File: src/rtl/mbi5153_pkg.sv
// mbi5153_pkg: command codes, FSM state encodings and HUB mux select values for the frame sequencer
package mbi5153_pkg;
  localparam logic [1:0] CMD_VSYNC  = 2'd0;
  localparam logic [1:0] CMD_PREACT = 2'd1;
  localparam logic [1:0] CMD_WRCFG  = 2'd2;
  localparam logic [3:0] S_IDLE         = 4'd0;
  localparam logic [3:0] S_CFG_PREACT   = 4'd1;
  localparam logic [3:0] S_CFG_WR       = 4'd2;
  localparam logic [3:0] S_LINE_REQ     = 4'd3;
  localparam logic [3:0] S_LINE_WAIT    = 4'd4;
  localparam logic [3:0] S_VS_WAIT      = 4'd5;
  localparam logic [3:0] S_VS_REQ       = 4'd6;
  localparam logic [3:0] S_VS_WAIT_DONE = 4'd7;
  localparam logic [3:0] S_DONE         = 4'd8;
  localparam logic [3:0] S_ERROR        = 4'd9;
  localparam logic OSEL_LINE = 1'b0;
  localparam logic OSEL_CMD  = 1'b1;
endpackage

File: src/rtl/mbi5153_watchdog.sv
// mbi5153_watchdog: per-transaction timeout counter, expires on the cycle the count would reach zero
module mbi5153_watchdog #(
  parameter int TIMEOUT = 4096,
  parameter int TO_W = $clog2(TIMEOUT + 1)
) (
  input  logic CLK,
  input  logic RESET,
  input  logic load,
  input  logic run,
  output logic expire
);
  logic [TO_W-1:0] cnt;
  always_ff @(posedge CLK or posedge RESET)
    if (RESET) cnt <= '0;
    else if (load) cnt <= TO_W'(TIMEOUT);
    else if (run && cnt != '0) cnt <= cnt - 1'b1;
  assign expire = run && cnt <= TO_W'(1);
endmodule

File: src/rtl/mbi5153_frame_ctrl.sv
// mbi5153_frame_ctrl: frame sequencer issuing config, line and VSYNC requests with HUB mux select and watchdog
module mbi5153_frame_ctrl #(
  parameter int NUM_SCAN_LINES = 16,
  parameter int LINE_W = NUM_SCAN_LINES > 1 ? $clog2(NUM_SCAN_LINES) : 1,
  parameter int TIMEOUT = 4096,
  parameter int TO_W = $clog2(TIMEOUT + 1)
) (
  input  logic              CLK,
  input  logic              RESET,
  input  logic              FRAME_REQ,
  input  logic              CFG_UPDATE,
  input  logic              VSYNC_OK,
  input  logic              ERR_CLR,
  input  logic              LINE_READY,
  input  logic              LINE_DONE,
  output logic              LINE_REQ,
  output logic [LINE_W-1:0] LINE_NUM,
  input  logic              CMD_READY,
  input  logic              CMD_DONE,
  output logic              CMD_REQ,
  output logic [1:0]        CMD_CODE,
  output logic              OUT_SEL,
  output logic              BUSY,
  output logic              FRAME_DONE,
  output logic              OVERRUN,
  output logic              ERR
);
  import mbi5153_pkg::*;
  logic [3:0] st;
  logic frame_pend, cfg_pend, issued, cfg_st, wd_load, wd_run, wd_exp, done_in, leave_idle, last_line;
  always_comb begin
    cfg_st = st == S_CFG_PREACT || st == S_CFG_WR;
    LINE_REQ = st == S_LINE_REQ && LINE_READY;
    CMD_REQ = ((cfg_st && !issued) || st == S_VS_REQ) && CMD_READY;
    CMD_CODE = st == S_CFG_PREACT ? CMD_PREACT : st == S_CFG_WR ? CMD_WRCFG : CMD_VSYNC;
    OUT_SEL = (cfg_st || st == S_VS_WAIT || st == S_VS_REQ || st == S_VS_WAIT_DONE) ? OSEL_CMD : OSEL_LINE;
    BUSY = st != S_IDLE && st != S_DONE && st != S_ERROR;
    FRAME_DONE = st == S_DONE;
    ERR = st == S_ERROR;
    wd_load = LINE_REQ || CMD_REQ;
    wd_run = st == S_LINE_WAIT || st == S_VS_WAIT_DONE || (cfg_st && issued);
    done_in = st == S_LINE_WAIT ? LINE_DONE : CMD_DONE;
    leave_idle = st == S_IDLE && frame_pend;
    last_line = LINE_NUM == LINE_W'(NUM_SCAN_LINES - 1);
  end
  mbi5153_watchdog #(.TIMEOUT(TIMEOUT), .TO_W(TO_W)) u_wd (
    .CLK(CLK),
    .RESET(RESET),
    .load(wd_load),
    .run(wd_run),
    .expire(wd_exp)
  );
  always_ff @(posedge CLK or posedge RESET)
    if (RESET) begin
      st <= S_IDLE;
      LINE_NUM <= '0;
      issued <= 1'b0;
    end else if (wd_exp && !done_in) begin
      st <= S_ERROR;
      issued <= 1'b0;
    end else begin
      case (st)
        S_IDLE: if (frame_pend) begin
          st <= cfg_pend ? S_CFG_PREACT : S_LINE_REQ;
          LINE_NUM <= '0;
        end
        S_CFG_PREACT, S_CFG_WR:
          if (CMD_REQ) issued <= 1'b1;
          else if (issued && CMD_DONE) begin
            issued <= 1'b0;
            st <= st == S_CFG_PREACT ? S_CFG_WR : S_LINE_REQ;
          end
        S_LINE_REQ: if (LINE_READY) st <= S_LINE_WAIT;
        S_LINE_WAIT: if (LINE_DONE) begin
          st <= last_line ? S_VS_WAIT : S_LINE_REQ;
          if (!last_line) LINE_NUM <= LINE_NUM + 1'b1;
        end
        S_VS_WAIT: if (VSYNC_OK) st <= S_VS_REQ;
        S_VS_REQ: if (CMD_READY) st <= S_VS_WAIT_DONE;
        S_VS_WAIT_DONE: if (CMD_DONE) st <= S_DONE;
        S_DONE: begin
          st <= S_IDLE;
          LINE_NUM <= '0;
        end
        S_ERROR: if (ERR_CLR) begin
          st <= S_IDLE;
          LINE_NUM <= '0;
        end
        default: st <= S_IDLE;
      endcase
    end
  always_ff @(posedge CLK or posedge RESET)
    if (RESET) begin
      frame_pend <= 1'b0;
      cfg_pend <= 1'b0;
      OVERRUN <= 1'b0;
    end else begin
      frame_pend <= (frame_pend | FRAME_REQ) & ~leave_idle;
      cfg_pend <= CFG_UPDATE | (cfg_pend & ~leave_idle);
      OVERRUN <= OVERRUN | (FRAME_REQ & frame_pend);
    end
endmodule

File: config.mk
export PLATFORM = sky130hd
export DESIGN_NAME = mbi5153_frame_ctrl
export DESIGN_NICKNAME = d
export VERILOG_FILES = /design/src/rtl/mbi5153_pkg.sv /design/src/rtl/mbi5153_watchdog.sv /design/src/rtl/mbi5153_frame_ctrl.sv
export SDC_FILE = /design/constraint.sdc
export NUM_CORES = 1
export LEC_CHECK = 0
export CORE_ASPECT_RATIO = 2
export CORE_UTILIZATION = 31
export DETAILED_ROUTE_END_ITERATION = 8
export HOLD_SLACK_MARGIN = 0.1
export PLACE_DENSITY_LB_ADDON = 0.2
export REMOVE_ABC_BUFFERS = 1
export SYNTH_ARGS = -nofsm -noshare
export SYNTH_HDL_FRONTEND = slang
export SYNTH_SLANG_ARGS = --single-unit
File: constraint.sdc
create_clock -name CLK -period 2.75 [get_ports CLK]
set_input_delay 0.55 -clock CLK [delete_from_list [all_inputs] [get_ports CLK]]
set_output_delay 0.55 -clock CLK [all_outputs]
set_load 0.02 [all_outputs]
Word-level counts from Yosys, hierarchy flattened:

Cells that the tools add are included.

* register bits after elaboration: 25
* output and inout port bits: 13
* word-level logic and storage cells: 103

* add/subtract/negate cells: 2
* $lt $le $gt $ge: 1
* eq/ne operators: 25
* mux-type cells: 28
* bitwise operators: 8
* reduce and logical (&&, ||, !) cells: 32

Operators with widths (number)
* 2-to-1 mux 4 bit: 13
* one-hot mux 4 bit (8 select lines): 1
* 2-to-1 mux 13 bit: 2
* inequality test 3 x 2 -> 1 bit (second input constant): 7
* == test 4 x 3 -> 1 bit (second input constant): 4
* one-hot mux 4 bit (4 select lines): 1
* <= comparator 13 x 1 -> 1 bit (second input constant): 1
* nonzero test 13 bit: 1
* subtractor 13 x 1 -> 13 bit (second input constant): 1
* == test 4 bit (second input constant): 3
* logical AND 1 bit: 11
* AND reduction 9 bit: 1
* == test 4 x 2 -> 1 bit (second input constant): 2
* logical OR 1 bit: 8
* inequality test 2 bit (second input constant): 4
* inequality test 4 bit (second input constant): 2
* nonzero test 4 bit: 2
* 2-to-1 mux 1 bit: 7
* 2-to-1 mux 2 bit: 3
* inequality test 3 bit (second input constant): 2
* AND reduction 6 bit: 1
* adder 4 x 1 -> 4 bit (second input constant): 1
* == test 4 x 1 -> 1 bit (second input constant): 1
* logical NOT 4 bit: 1
* 9 further kinds: 16

Depth between registers and ports, before layout:

Gate-level depths: netlist of run 1.

* depth after elaboration: 8
* depth in mapped cells: 8
* depth with buffers taken out: 6

Cells and area by module:

A second synthesis of run 1 with hierarchy kept.

* cells, all modules: 196
* area, all modules: 1719.1 sq um

Modules (own cells, without submodules)
* mbi5153_frame_ctrl: times used 1, cells each 107, area each 899.6 sq um, seq. area each 300.3 sq um
* mbi5153_watchdog: times used 1, cells each 89, area each 819.5 sq um, seq. area each 325.3 sq um

Worst setup path before layout of run 1:

No wires, ideal clock.

* kind: reg-to-output
* from: register st[1]
* to: output CMD_REQ
* data arrival time: 1.785 ns
* path slack: 0.415 ns
* stages on the path, launching flop included: 6
* cells stage by stage: dfrtp_1 -> clkbuf_1 -> clkbuf_1 -> or4b_2 -> o31a_1 -> nor2_1

* word-level cells in the longest chain between the ends: 5
* elaborated cells between the ends (all ways): 7
* classes of those cells: eq/ne (3); reduce/logical (4)

RTL lines
* start: declaration: RTL line mbi5153_frame_ctrl.sv:29 `logic [3:0] st;`
* start signal: assignment: RTL line mbi5153_frame_ctrl.sv:64 `st <= cfg_pend ? S_CFG_PREACT : S_LINE_REQ;`
* start signal: assignment: RTL line mbi5153_frame_ctrl.sv:71 `st <= st == S_CFG_PREACT ? S_CFG_WR : S_LINE_REQ;`
* start signal: assignment: RTL line mbi5153_frame_ctrl.sv:75 `st <= last_line ? S_VS_WAIT : S_LINE_REQ;`
* == test 4 x 1 -> 1 bit or == test 4 x 2 -> 1 bit (tied branches): RTL line mbi5153_frame_ctrl.sv:32 `cfg_st = st == S_CFG_PREACT || st == S_CFG_WR;`
* logical OR 1 bit: RTL line mbi5153_frame_ctrl.sv:32
* logical AND 1 bit: RTL line mbi5153_frame_ctrl.sv:34 `CMD_REQ = ((cfg_st && !issued) || st == S_VS_REQ) && CMD_READY;`
* logical OR 1 bit (*): RTL line mbi5153_frame_ctrl.sv:34
* logical AND 1 bit (*): RTL line mbi5153_frame_ctrl.sv:34
* end: declaration: RTL line mbi5153_frame_ctrl.sv:20 `output logic CMD_REQ,`

Every way passes the cells marked *; elsewhere a longest branch is shown, timed or not.

Final worst setup path of run 1:

* from: register st[3]
* to: output LINE_REQ

* word-level cells in the longest chain between the ends: 2

RTL lines
* == test 4 x 2 -> 1 bit: RTL line mbi5153_frame_ctrl.sv:33 `LINE_REQ = st == S_LINE_REQ && LINE_READY;`
* logical AND 1 bit: RTL line mbi5153_frame_ctrl.sv:33
* end: declaration: RTL line mbi5153_frame_ctrl.sv:16 `output logic LINE_REQ,`

No other way between the ends.

==> out/summary.md, run 1 <==
The run finished with clean final reports. By area the synthesized netlist is led by sky130_fd_sc_hd__dfrtp_1, sky130_fd_sc_hd__mux2i_1, sky130_fd_sc_hd__nand2_1, sky130_fd_sc_hd__nor2_1, sky130_fd_sc_hd__ha_1. Dividing the detail-routed wire length by the instance count gives 15.0 um. The worst-case clock skew was 0.00242 ns. The share of synthesized flip-flops with an asynchronous set or reset is 100%, and the static power due to leakage is 0.886 nW.

Global routing consumed, over all layers together, 16.4% of the routing resources. For this design the ratio of total power to cell area is 1070 nW/um^2. From synthesis to final layout, the design area changed by 22.9%. Of the cells placed in the final design, the portion with a size suffix greater than 1 is 11.7%. The number of flops mapped to enable cells by yosys is 0.

Summing every instance area after synthesis gives 1600 um^2. The maximum level of the CTS H-tree was 1. Post-route total power: 2.10 mW. The signal on the critical path passes through nand2b_1 -> nor3_1 -> clkdlybuf4s50_1. The worst setup path is captured at a primary output.

The setup-violating endpoint count in the final report is 0, and the clock transition at the registers of the reported paths is 0.09 ns. Of the available clock period, the critical path in the final layout requires 93.5%. Summed over all failing endpoints, the final setup total negative slack is 0 ns. Remaining global-route overflow: 0. The later pin in the worst-skew pair is clocked with a latency of 0.27 ns. Dividing the synthesized area by the synthesized cell count gives 8.86 um^2.

The floorplan step defined a die boundary enclosing 5450 um^2. Transition time of the tightest slew-check pin: 0.664 ns. Share of synthesized cell area in and, or, nand and nor gates: 30.2%. Broken down by cell family, the worst path's largest delay share belongs to buffers and inverters. The share of the synthesized area in the top cell type was 39.2%; the number of DRC markers after the initial detailed-route iteration was 9.

For this run, design rule violations remaining after detail routing come to 0. The run gives 26 as the pin count of the biggest net entering global routing. The tools report the clock root buffer as sky130_fd_sc_hd__clkbuf_8. The number of antenna violations at the first check in global routing is 0, and the die height is 103 um. The logs give 25 for the CTS sink count and 0 for the number of warnings issued by yosys. For this run, the leading register cell type out of synthesis is sky130_fd_sc_hd__dfrtp_1. Summing over every cut layer, the via total after detailed routing is 1383. For the combined area of the multi-input logic cells, the log shows 910 um^2.

Along the worst path, the maximum fanout reaches 14. Leaving out fill and tap cells, the most frequent cells in the layout are sky130_fd_sc_hd__dfrtp_1, sky130_fd_sc_hd__nand2_1, sky130_fd_sc_hd__clkdlybuf4s50_1. Routability-driven placement finished with a final weighted congestion of 0.761. The number of nets in the finished design came out at 220. TritonCTS built the clock tree. The worst path in the final design needs a cycle of 2.57 ns, including I/O delays and setup. The main combinational cell family by area after synthesis was simple AND/OR/NAND/NOR gates. The detailed-route vias per instance was 5.28; the core area was 4910 um^2. After detailed routing, the total wire length is 3930 um.

The half-perimeter wire length of the detailed placement result was 3100 um; the critical path data required time was 2.20 ns. In the synthesized netlist, the number of instances is 180. In the synthesized netlist, mux cells make up 9.57% of the area.

The number of buffers and inverters on the critical path was 1; the first-pass GRT wire length was 6580 um. Across the whole layout, storage elements account for 626 um^2. The largest individual stage delay along the critical path comes from the cell sky130_fd_sc_hd__clkdlybuf4s50_1. The cell accounting for the most synthesized area was sky130_fd_sc_hd__dfrtp_1. For this design the top-level I/O count stands at 23. Summing the areas of all fa, ha and maj instances in the mapped netlist gives 3.14% of the synthesized area. STA classifies the critical path startpoint as a register. In this run the tightest slew margin relative to its limit is 55.3%.

Max-cap violations in this run came to 0. The number of distinct library cell variants in the gate-level netlist after synthesis was 46. Via count of the first global-routing pass: 1458. The die width came out at 52.7 um. The number of detailed-route iterations in the first pass is 4, and the antenna diode count is 0. The number of antenna-violating nets in the routed design is 0. Of the synthesized area, sequential elements account for 39.2%. For the worst-case clock buffer depth, the log shows 2.

Setup repair after global routing left no endpoint under its margin. The number of pins with negative max-slew slack in the final report is 0. Row generation in the floorplan step produced 36 rows. Start-to-end type of the worst setup path: reg2out. The highest ir drop seen on vdd is 424 uV, and the compound-gate portion of the synthesized area is 13.6%. During placement, the flow inserted port buffers numbering 22. The xor/xnor cell area share of the yosys netlist is 0.549%, and the delay of the slowest critical-path stage is 0.65 ns.

For the arrival time of the worst setup path, the log shows 2.02 ns. The number of synthesized register bits was 25. The type of the worst min-delay path was reg2reg. The initial utilization of the core area, before any placement, comes to 32.5%. The final number of hold-violating endpoints is 0, and the timing-limited maximum frequency is 0.389 GHz.

The number of hold buffers added after CTS was 0. Counting the fill cells in the layout gives 521. Counting the buffers created by CTS gives 3.
worst reg2reg max path, stage by stage (launching register included):
cell                      delay [ns]
sky130_fd_sc_hd__dfrtp_1        0.42
sky130_fd_sc_hd__or4_4          0.58
sky130_fd_sc_hd__nor3_4         0.19
sky130_fd_sc_hd__or4b_4         0.52
sky130_fd_sc_hd__or4_1          0.48
sky130_fd_sc_hd__nand3_1        0.09
where the power goes:
group | internal, mW | switching [mW] | total, mW | leakage (nW)
Sequential | 0.486 | 0.117 | 0.603 | 0.313
Clock | 0.104 | 0.118 | 0.221 | 0.0228
Combinational | 0.579 | 0.698 | 1.28 | 0.551
Total | 1.17 | 0.933 | 2.10 | 0.886
cell usage after synthesis (all sizes together), types with 3 or more instances:
cell type / instances
ha: 4
dfrtp: 25
mux2i: 13
nor3: 10
o21ai: 7
nand3: 8
nand2: 25
a21oi: 4
nand2b: 4
or4: 3
nor2: 14
nand4: 4
a21o: 3
inv: 6
clkbuf: 8
or4b: 3
kinds of logic after synthesis:
kind of cell / count (synthesis)
xor+xnor: 1
buf+inv: 16
mux: 15
flops: 25
compound gates: 31
fa+ha+maj: 4
simple gates: 88
state kept, by name (all words and copies together), names as in the netlist:
name        cells
LINE_NUM        4
issued          1
u_wd.cnt       13
st              4
OVERRUN         1
frame_pend      1
cfg_pend        1
worst paths after layout:
kind	startpoint	end	slack (ns)	cells after the start
worst max-delay path	st[3]$_DFFE_PP0P_	LINE_REQ	0.18	3
worst min-delay path	OVERRUN$_DFF_PP0_	OVERRUN$_DFF_PP0_	0.46	1
worst max register to register	u_wd.cnt[5]$_DFFE_PP0P_	u_wd.cnt[12]$_DFFE_PP0P_	0.41	5
worst min register to register	OVERRUN$_DFF_PP0_	OVERRUN$_DFF_PP0_	0.46	1
max in group asynchronous	RESET	issued$_DFFE_PP0P_	1.87	3
min in group asynchronous	RESET	u_wd.cnt[10]$_DFFE_PP0P_	0.63	3
final cells by class:
type / count / area share (%)
Inverter: 6 / 1.15
Sequential cell: 25 / 31.9
Multi-Input combinational cell: 139 / 46.4
Clock buffer: 4 / 2.30
Timing Repair Buffer: 31 / 14.6
Tap cell: 57 / 3.64
per-layer routing:
metal / vias up / wire length (um) / track usage, %
li1: 693 / - / -
met1: 668 / 1390 / 14.9
met2: 16 / 2410 / 34.4
met3: 6 / 53 / 1.46
met4: 0 / 80 / 6.07
met5: - / 0 / 0
metrics by stage:
step	cells	utilization, %	hold slack [ns]	setup slack, ns	area [um^2]
floorplan	170	-	0.447	0.528	1560
global placement	258	39.0	0.441	0.212	1920
detailed placement	258	39.0	0.452	0.214	1920
CTS	262	39.9	0.473	0.109	1960
global route	262	39.9	0.493	0.0179	1960
finish	262	39.9	0.461	0.180	1960
what timing repair did:
item / in CTS / in global routing
resized for setup: 1 / 0
endpoints found under the setup margin: 1 / 0
buffers inserted: 0 / 0
Power figures use the tool's default switching activity.
==> inputs of run 2 (changes only) <==
Settings changed: CTS_CLUSTER_DIAMETER set to 120, SETUP_SLACK_MARGIN set to 0.4.
==> out/summary.md, run 2 (same netlist as run 1, synthesis figures left out) <==
The transition time of the tightest slew-check pin was 0.650 ns (-0.0137 ns). The total placed instance area is 1920 um^2 (unchanged). The run gives 6630 um (+0.84%) as the first-pass GRT wire length. The cell count of the worst hold path is 1 (unchanged). The slowest stage cell on the critical path is sky130_fd_sc_hd__or4b_2. The logs give 263 (+0.38%) for the number of cells in the finished layout apart from fillers and 1.76 ns (-0.26 ns) for the arrival time of the worst setup path. Walking the worst path, the cells encountered are or4b_2 -> o31a_1 -> nor2_1 -> buf_4. The total global routing track utilization was 16.5% (+0.11 points). The critical path data required time was 2.20 ns (about the same). The number of remaining DRC errors was 0 (unchanged); the number of detailed-route iterations in the first pass was 4 (unchanged). Via count of the first global-routing pass: 1472 (+0.96%).

Counting flops per register, the top entry is u_wd.cnt. The min-delay analysis places its worst path in the category reg2reg. Setup repair after global routing could not meet its margin everywhere. The number of rows created at floorplan is 36 (unchanged), and the number of nets in the finished design is 221 (+0.45%). Fraction of final layout cells sized beyond drive strength 1: 13.6% (+1.9 points). In this run the clock root is driven by a sky130_fd_sc_hd__clkbuf_8. The maximum level of the CTS H-tree was 1 (unchanged); the number of placed cells counting well taps was 258 (unchanged).

The number of antenna-violating nets in the routed design is 0 (unchanged). The number of antenna violations at the first check in global routing is 0 (unchanged). The final design instance area without fill came out at 1970 um^2 (+0.38%).

The CTS sink count came out at 25 (unchanged). The logs give 427 uV (+0.81%) for the highest ir drop seen on vdd and 0.916 nW (+3.4%) for the static power due to leakage. The remaining global-route overflow is 0 (unchanged), and the final critical-path share of the clock period is 84.1% (-9.3 points). The number of buffers inserted by port buffering was 22 (unchanged). The worst setup path is captured at a primary output.

The setup-violating endpoint count in the final report was 0 (unchanged); the post-route total power was 2.10 mW (+0.13%). The met2 routed wirelength came out at 2420 um (+0.67%). The run finished with clean final reports.

For the hold-fix buffer count after cts, the log shows 0 (unchanged). Dominant delay contributor by cell family on the critical path: simple AND/OR/NAND/NOR gates. The run gives 0 (unchanged) as the max-cap check violation count.

The minimum clock period works out to 2.31 ns (-0.256 ns). The worst setup path is launched from a register. The die width is 52.7 um (unchanged), and the wire length on met1 is 1410 um (+0.93%). The tools report the number of primary I/O pins as 23 (unchanged).

The final number of hold-violating endpoints is 0 (unchanged). Insertion delay to the later sink of the worst-skew pair: 0.27 ns (about the same). The pin count of the biggest net entering global routing is 26 (unchanged). The highest layer touched by signal routing is met4.

The tools report the routability congestion estimate as 0.761 (unchanged). The die footprint is 5450 um^2 (unchanged), and the final routed wire length divided by cell count is 15.1 um (+0.38%). The logs give 3 (unchanged) for the number of CTS-inserted buffers and 0 ns (unchanged) for the post-route setup TNS.

The logs give 2 (unchanged) for the worst-case clock buffer depth and 4910 um^2 (unchanged) for the core area. The flip-flop count of the largest register after layout was 13 (unchanged); the number of buffers and inverters on the critical path was 1 (unchanged). For the met3 layer wire length in the routed design, the log shows 54 um (+1.9%). The tools report the critical register-to-register path endpoint as u_wd.cnt[12]$_DFFE_PP0P_.

The largest registers in the layout are u_wd.cnt (13), LINE_NUM (4), st (4). The clock transition at the registers of the reported paths came out at 0.09 ns (about the same). The delay of the slowest critical-path stage is 0.66 ns (about the same). The startpoint identified for the worst register-to-register timing path is st[0]$_DFFE_PP0P_.

The start-to-end type of the worst setup path was reg2out. The worst-case clock skew was 0.00284 ns (+0.000416 ns). The count of vias placed by the detailed router was 1392 (+0.65%). The library cell used most frequently in the layout, excluding fill and tap cells, is sky130_fd_sc_hd__nand2_1.

TritonCTS built the clock tree. The remaining max-slew budget at the tightest pin came out at 56.2% (+0.92 points). The tools report the wire length reported by the detailed router as 3960 um (+0.76%). The tools report the initial cell density of the core as 32.5% (unchanged). Logic depth of the worst register-to-register path: 6 (+1).

In the layout the commonest cells are sky130_fd_sc_hd__nand2_1, sky130_fd_sc_hd__dfrtp_1, sky130_fd_sc_hd__nor2_1, sky130_fd_sc_hd__clkdlybuf4s50_1, sky130_fd_sc_hd__mux2i_1. The die height is 103 um (unchanged), and the number of DRC markers after the initial detailed-route iteration is 13 (+4). Layout-stage area growth over the synthesis result: 23.4%. The worst hold path begins at OVERRUN$_DFF_PP0_.

The ratio of total power to cell area is 1070 nW/um^2 (-0.25%), and the maximum net fanout on the critical path is 2 (-12). The logs give 0.432 GHz (+11%) for the timing-limited maximum frequency and 3100 um (unchanged) for the half-perimeter wire length of the detailed placement result. The number of pins with negative max-slew slack in the final report was 0 (unchanged); the antenna diode count was 0 (unchanged). The detailed-route vias per instance was 5.29 (+0.27%). Setup slack of the most critical reg-to-reg path: 0.47 ns (+0.06 ns). The path with the worst hold slack has its endpoint at OVERRUN$_DFF_PP0_.
-- run 2: changes by cell type in the layout (fill, tap and decap cells not counted), sizes merged --
| cell | delta |
|---|---|
| dlygate4sd2 | +5 |
| dlymetal6s2s | +1 |
| buf | +2 |
| clkdlybuf4s50 | -7 |
-- run 2: per-layer routing --
metal | up-vias | global-route usage (%)
met5 | - | 0
met4 | 0 | 6.07
met3 | 6 | 1.46
met2 | 15 | 34.7
met1 | 677 | 15.0
li1 | 694 | -
-- run 2: repair_timing --
action,CTS,global route
gates cloned,0,0
setup buffers,1,0
pin swaps,1,2
endpoints found under the hold margin,0,0
resized for setup,8,6
setup endpoints to repair,8,4
-- run 2: worst max path at each step --
stage / endpoint / cells past startpoint / slack (ns) / from
2_1_floorplan: u_wd.cnt[12]$_DFFE_PP0P_ / 5 / 0.53 / u_wd.cnt[5]$_DFFE_PP0P_
3_3_place_gp: LINE_REQ / 4 / 0.21 / LINE_READY
3_5_place_dp: LINE_REQ / 4 / 0.21 / LINE_READY
4_1_cts: CMD_REQ / 4 / 0.23 / st[1]$_DFFE_PP0P_
5_1_grt: CMD_REQ / 4 / 0.36 / st[1]$_DFFE_PP0P_
6_report: CMD_REQ / 4 / 0.44 / st[1]$_DFFE_PP0P_
-- run 2: worst register-to-register path: cells and delay by family (launching register included) --
kind	cells	cell delay [ns]
multiplexers	1	0.21
AND/OR/NAND/NOR	3	1.12
flip-flops	1	0.39
buffers and inverters	1	0.21
XOR/XNOR	1	0.29
-- run 2: cell type report --
cell class / instances / area [um^2]
clock buffers: 4 / 45.0
repair buffers: 32 / 288
multi-input cells: 139 / 915
inverters: 6 / 22.5
well taps: 57 / 71.3
flip-flops and latches: 25 / 627
fillers: 522 / 2940
-- run 2: power breakdown --
part | internal, mW | switching (mW)
combinational | 0.574 | 0.704
sequential | 0.486 | 0.117
clock | 0.104 | 0.120
-- run 2: through the flow --
stage / setup slack, ns / utilization [%] / hold slack, ns
after global placement: 0.212 / 39.0 / 0.441
final: 0.436 / 40.1 / 0.461
after global routing: 0.362 / 40.1 / 0.493
after detailed placement: 0.214 / 39.0 / 0.452
after floorplan: 0.528 / - / 0.447
after CTS: 0.230 / 40.0 / 0.473
==> RTL change, RTL diff (flow settings as in run 2) <==
Reset style: synchronous (`RESET`), changed in 3 clocked blocks.
--- a/src/rtl/mbi5153_watchdog.sv
+++ b/src/rtl/mbi5153_watchdog.sv
@@ -12,3 +12,3 @@
   logic [TO_W-1:0] cnt;
-  always_ff @(posedge CLK or posedge RESET)
+  always_ff @(posedge CLK)
     if (RESET) cnt <= '0;
--- a/src/rtl/mbi5153_frame_ctrl.sv
+++ b/src/rtl/mbi5153_frame_ctrl.sv
@@ -52,3 +52,3 @@
   );
-  always_ff @(posedge CLK or posedge RESET)
+  always_ff @(posedge CLK)
     if (RESET) begin
@@ -91,3 +91,3 @@
     end
-  always_ff @(posedge CLK or posedge RESET)
+  always_ff @(posedge CLK)
     if (RESET) begin
Function: differs if RESET is asserted again (counterexample within 4 cycles, from zero or initial values and one cycle with RESET high); with RESET held inactive, the same outputs for 10 cycles.
==> RTL change against run 2 <==
Setup slack improved by 0.055 ns. Critical path depth unchanged. Cell area fell by 6.0%. Synthesized area fell by 6.8%. Synthesized cell count increased by 3.9%. Via count grew 3.4%. Worst hold slack improved by 0.032 ns. Global-route usage increased by 0.21 points. Routed wire length down 4.1%. First-iteration DRC count is 120% higher. Sequential cell count is the same. Power is 35% lower. Cell count up 1.1%.
==> RTL change: results (changes against run 2) <==
[placed_design]
portBuffers = 22  ; unchanged
place_ws_ns = 0.2564  ; was 0.2144 ns
dpl.hpwl_mm = 3.046  ; was 3.098 mm
gp_congestion = 0.8256  ; was 0.7614

[logic_synthesis]
yosysWarnings = 0  ; unchanged
synth_commonest_cells = nor2_1 (29), dfxtp_1 (25), a21oi_1 (12)  ; was dfrtp_1 (25), nand2_1 (25), nor2_1 (14)
synth_flop_cell = dfxtp_1  ; was dfrtp_1
synth.distinct_cells = 40  ; was 46
synthArstFlopShare_pct = 0  ; was 100.0%
ys_seq_area_share_pct = 33.67  ; was 39.22%
synth_area_leaders = dfxtp_1 (34%), nor2_1 (7.3%), xor2_1 (6.5%)  ; was dfrtp_1 (39%), mux2i_1 (8.2%), nand2_1 (5.9%)

[routing]
num_vias = 1440  ; was 1,392
totalWireLength_mm = 3.801  ; was 3.963 mm
first_iter_violations = 28  ; was 13
first_pass_iters = 4  ; unchanged
ant_nets = 0  ; unchanged

[clock_tree]
cts_buffer_depth = 2  ; unchanged
cts-root-buf = clkbuf_8  ; unchanged
clk_latency_ns = 0.28
htree_levels = 1  ; unchanged
cts_made_buffers = 3  ; unchanged
clkTransAtPathRegs_ns = 0.10

[final_layout]
top_regs = u_wd.cnt (13), LINE_NUM (4), st (4)  ; unchanged
finalNetCount = 226  ; was 221
final_layout_size_suffix_gt1_share_pct = 10.90  ; was 13.59%
diodes = 0  ; unchanged
num-fill-cells = 498  ; was 522

[timing]
fmax_mhz = 442.7  ; was 432.1 MHz
worst_pin_slew_ns = 0.7373  ; was 0.6504 ns
clock_skew_ns = 0.01438  ; was 0.002840 ns

[pwr]
ir_drop_mv = 0.4040  ; was 0.4270 mV
p_leak_nw = 0.6961  ; was 0.9160 nW

[setup_path]
r2r_setup_slack_ns = 0.57  ; was 0.47 ns
crit_fanout = 15  ; was 2

[min_path]
hold_class = register to register  ; unchanged

[grt]
gr-usage-all-layers_pct = 16.70  ; was 16.49%
antenna_found_initial = 0  ; unchanged
grt_max_degree = 17  ; was 26
grt_first_pass_wirelength_mm = 6.389  ; was 6.630 mm

[status]
status = finished, final reports clean  ; unchanged

## RTL change: cell count changes in the layout (fill, tap and decap cells not counted), moves of 3 or more
cell	delta
dfxtp_2	+3
buf_4	-3
dfrtp_1	-24
or3_1	+6
nor2_1	+15
dfxtp_1	+21
a21oi_1	+8
mux2i_1	-10
nand2_1	-17
nand4_1	+3
xor2_1	+11
nor2b_1	+4
## RTL change: cell families after synthesis
kind of cell,share of synthesized area (%)
and+or+nand+nor,31.65
AOI/OAI and AO/OA,15.99
DFF,33.67
buffers and inverters,4.882
xor gates and xnor gates,7.660
muxes,2.778
adders and majority gates,3.367
## RTL change: repair_timing
action | CTS | global route
endpoints found under the hold margin | 0 | 0
gates resized for setup | 8 | 4
endpoints found under the setup margin | 8 | 6
hold buffers | 0 | 0
setup buffers | 0 | 0
## RTL change: power breakdown
part | leakage (nW) | internal (W) | switching [W]
combinational | 0.465 | 0.000287 | 0.000390
sequential | 0.205 | 0.000400 | 0.0000555
clock | 0.0261 | 0.000106 | 0.000130
total | 0.696 | 0.000793 | 0.000576
## RTL change: path summary, 6_finish.rpt
kind,from,endpoint,cells after the start
worst max-delay path,st[2],OUT_SEL,4
worst min-delay path,OVERRUN,OVERRUN,2
worst max register to register,u_wd.cnt[0],u_wd.cnt[12],7
worst min register to register,OVERRUN,OVERRUN,2
## RTL change: through the flow
stage | std cells | utilization, % | hold slack (ns) | power (W) | area (um^2)
2_1_floorplan | 177 | - | 0.4511 | 0.0008944 | 1440
3_3_place_gp | 262 | 38.91 | 0.4532 | 0.001161 | 1789
3_5_place_dp | 262 | 38.91 | 0.4710 | 0.001162 | 1789
4_1_cts | 266 | 39.95 | 0.4970 | 0.001381 | 1837
5_1_grt | 266 | 40.22 | 0.5457 | 0.001478 | 1849
6_report | 266 | 40.22 | 0.4933 | 0.001369 | 1849
## RTL change: worst max-delay path: stages (launching register included)
cell and delay, ns:
dfxtp_4 0.45, buf_4 0.17, nor2_1 0.05, nor3_1 0.13, clkdlybuf4s50_1 0.63
## RTL change: metal layers
| layer | GRT usage, % | wire, um | vias to the layer above |
|---|---|---|---|
| li1 | - | - | 720 |
| met1 | 14.95 | 1357 | 682 |
| met2 | 34.01 | 2268 | 29 |
| met3 | 1.970 | 84 | 9 |
| met4 | 8.120 | 89 | 0 |
| met5 | 0 | 0 | - |
## RTL change: cell type report
class,count,area (um^2),share of cell area (%)
Clock inverter,1,8.758,0.4736
Tap cell,55,68.82,3.721
Clock buffer,3,41.29,2.233
Multi-Input combinational cell,145,919.6,49.73
Timing Repair Buffer,30,276.5,14.95
Inverter,7,26.28,1.421
Sequential cell,25,508.0,27.47
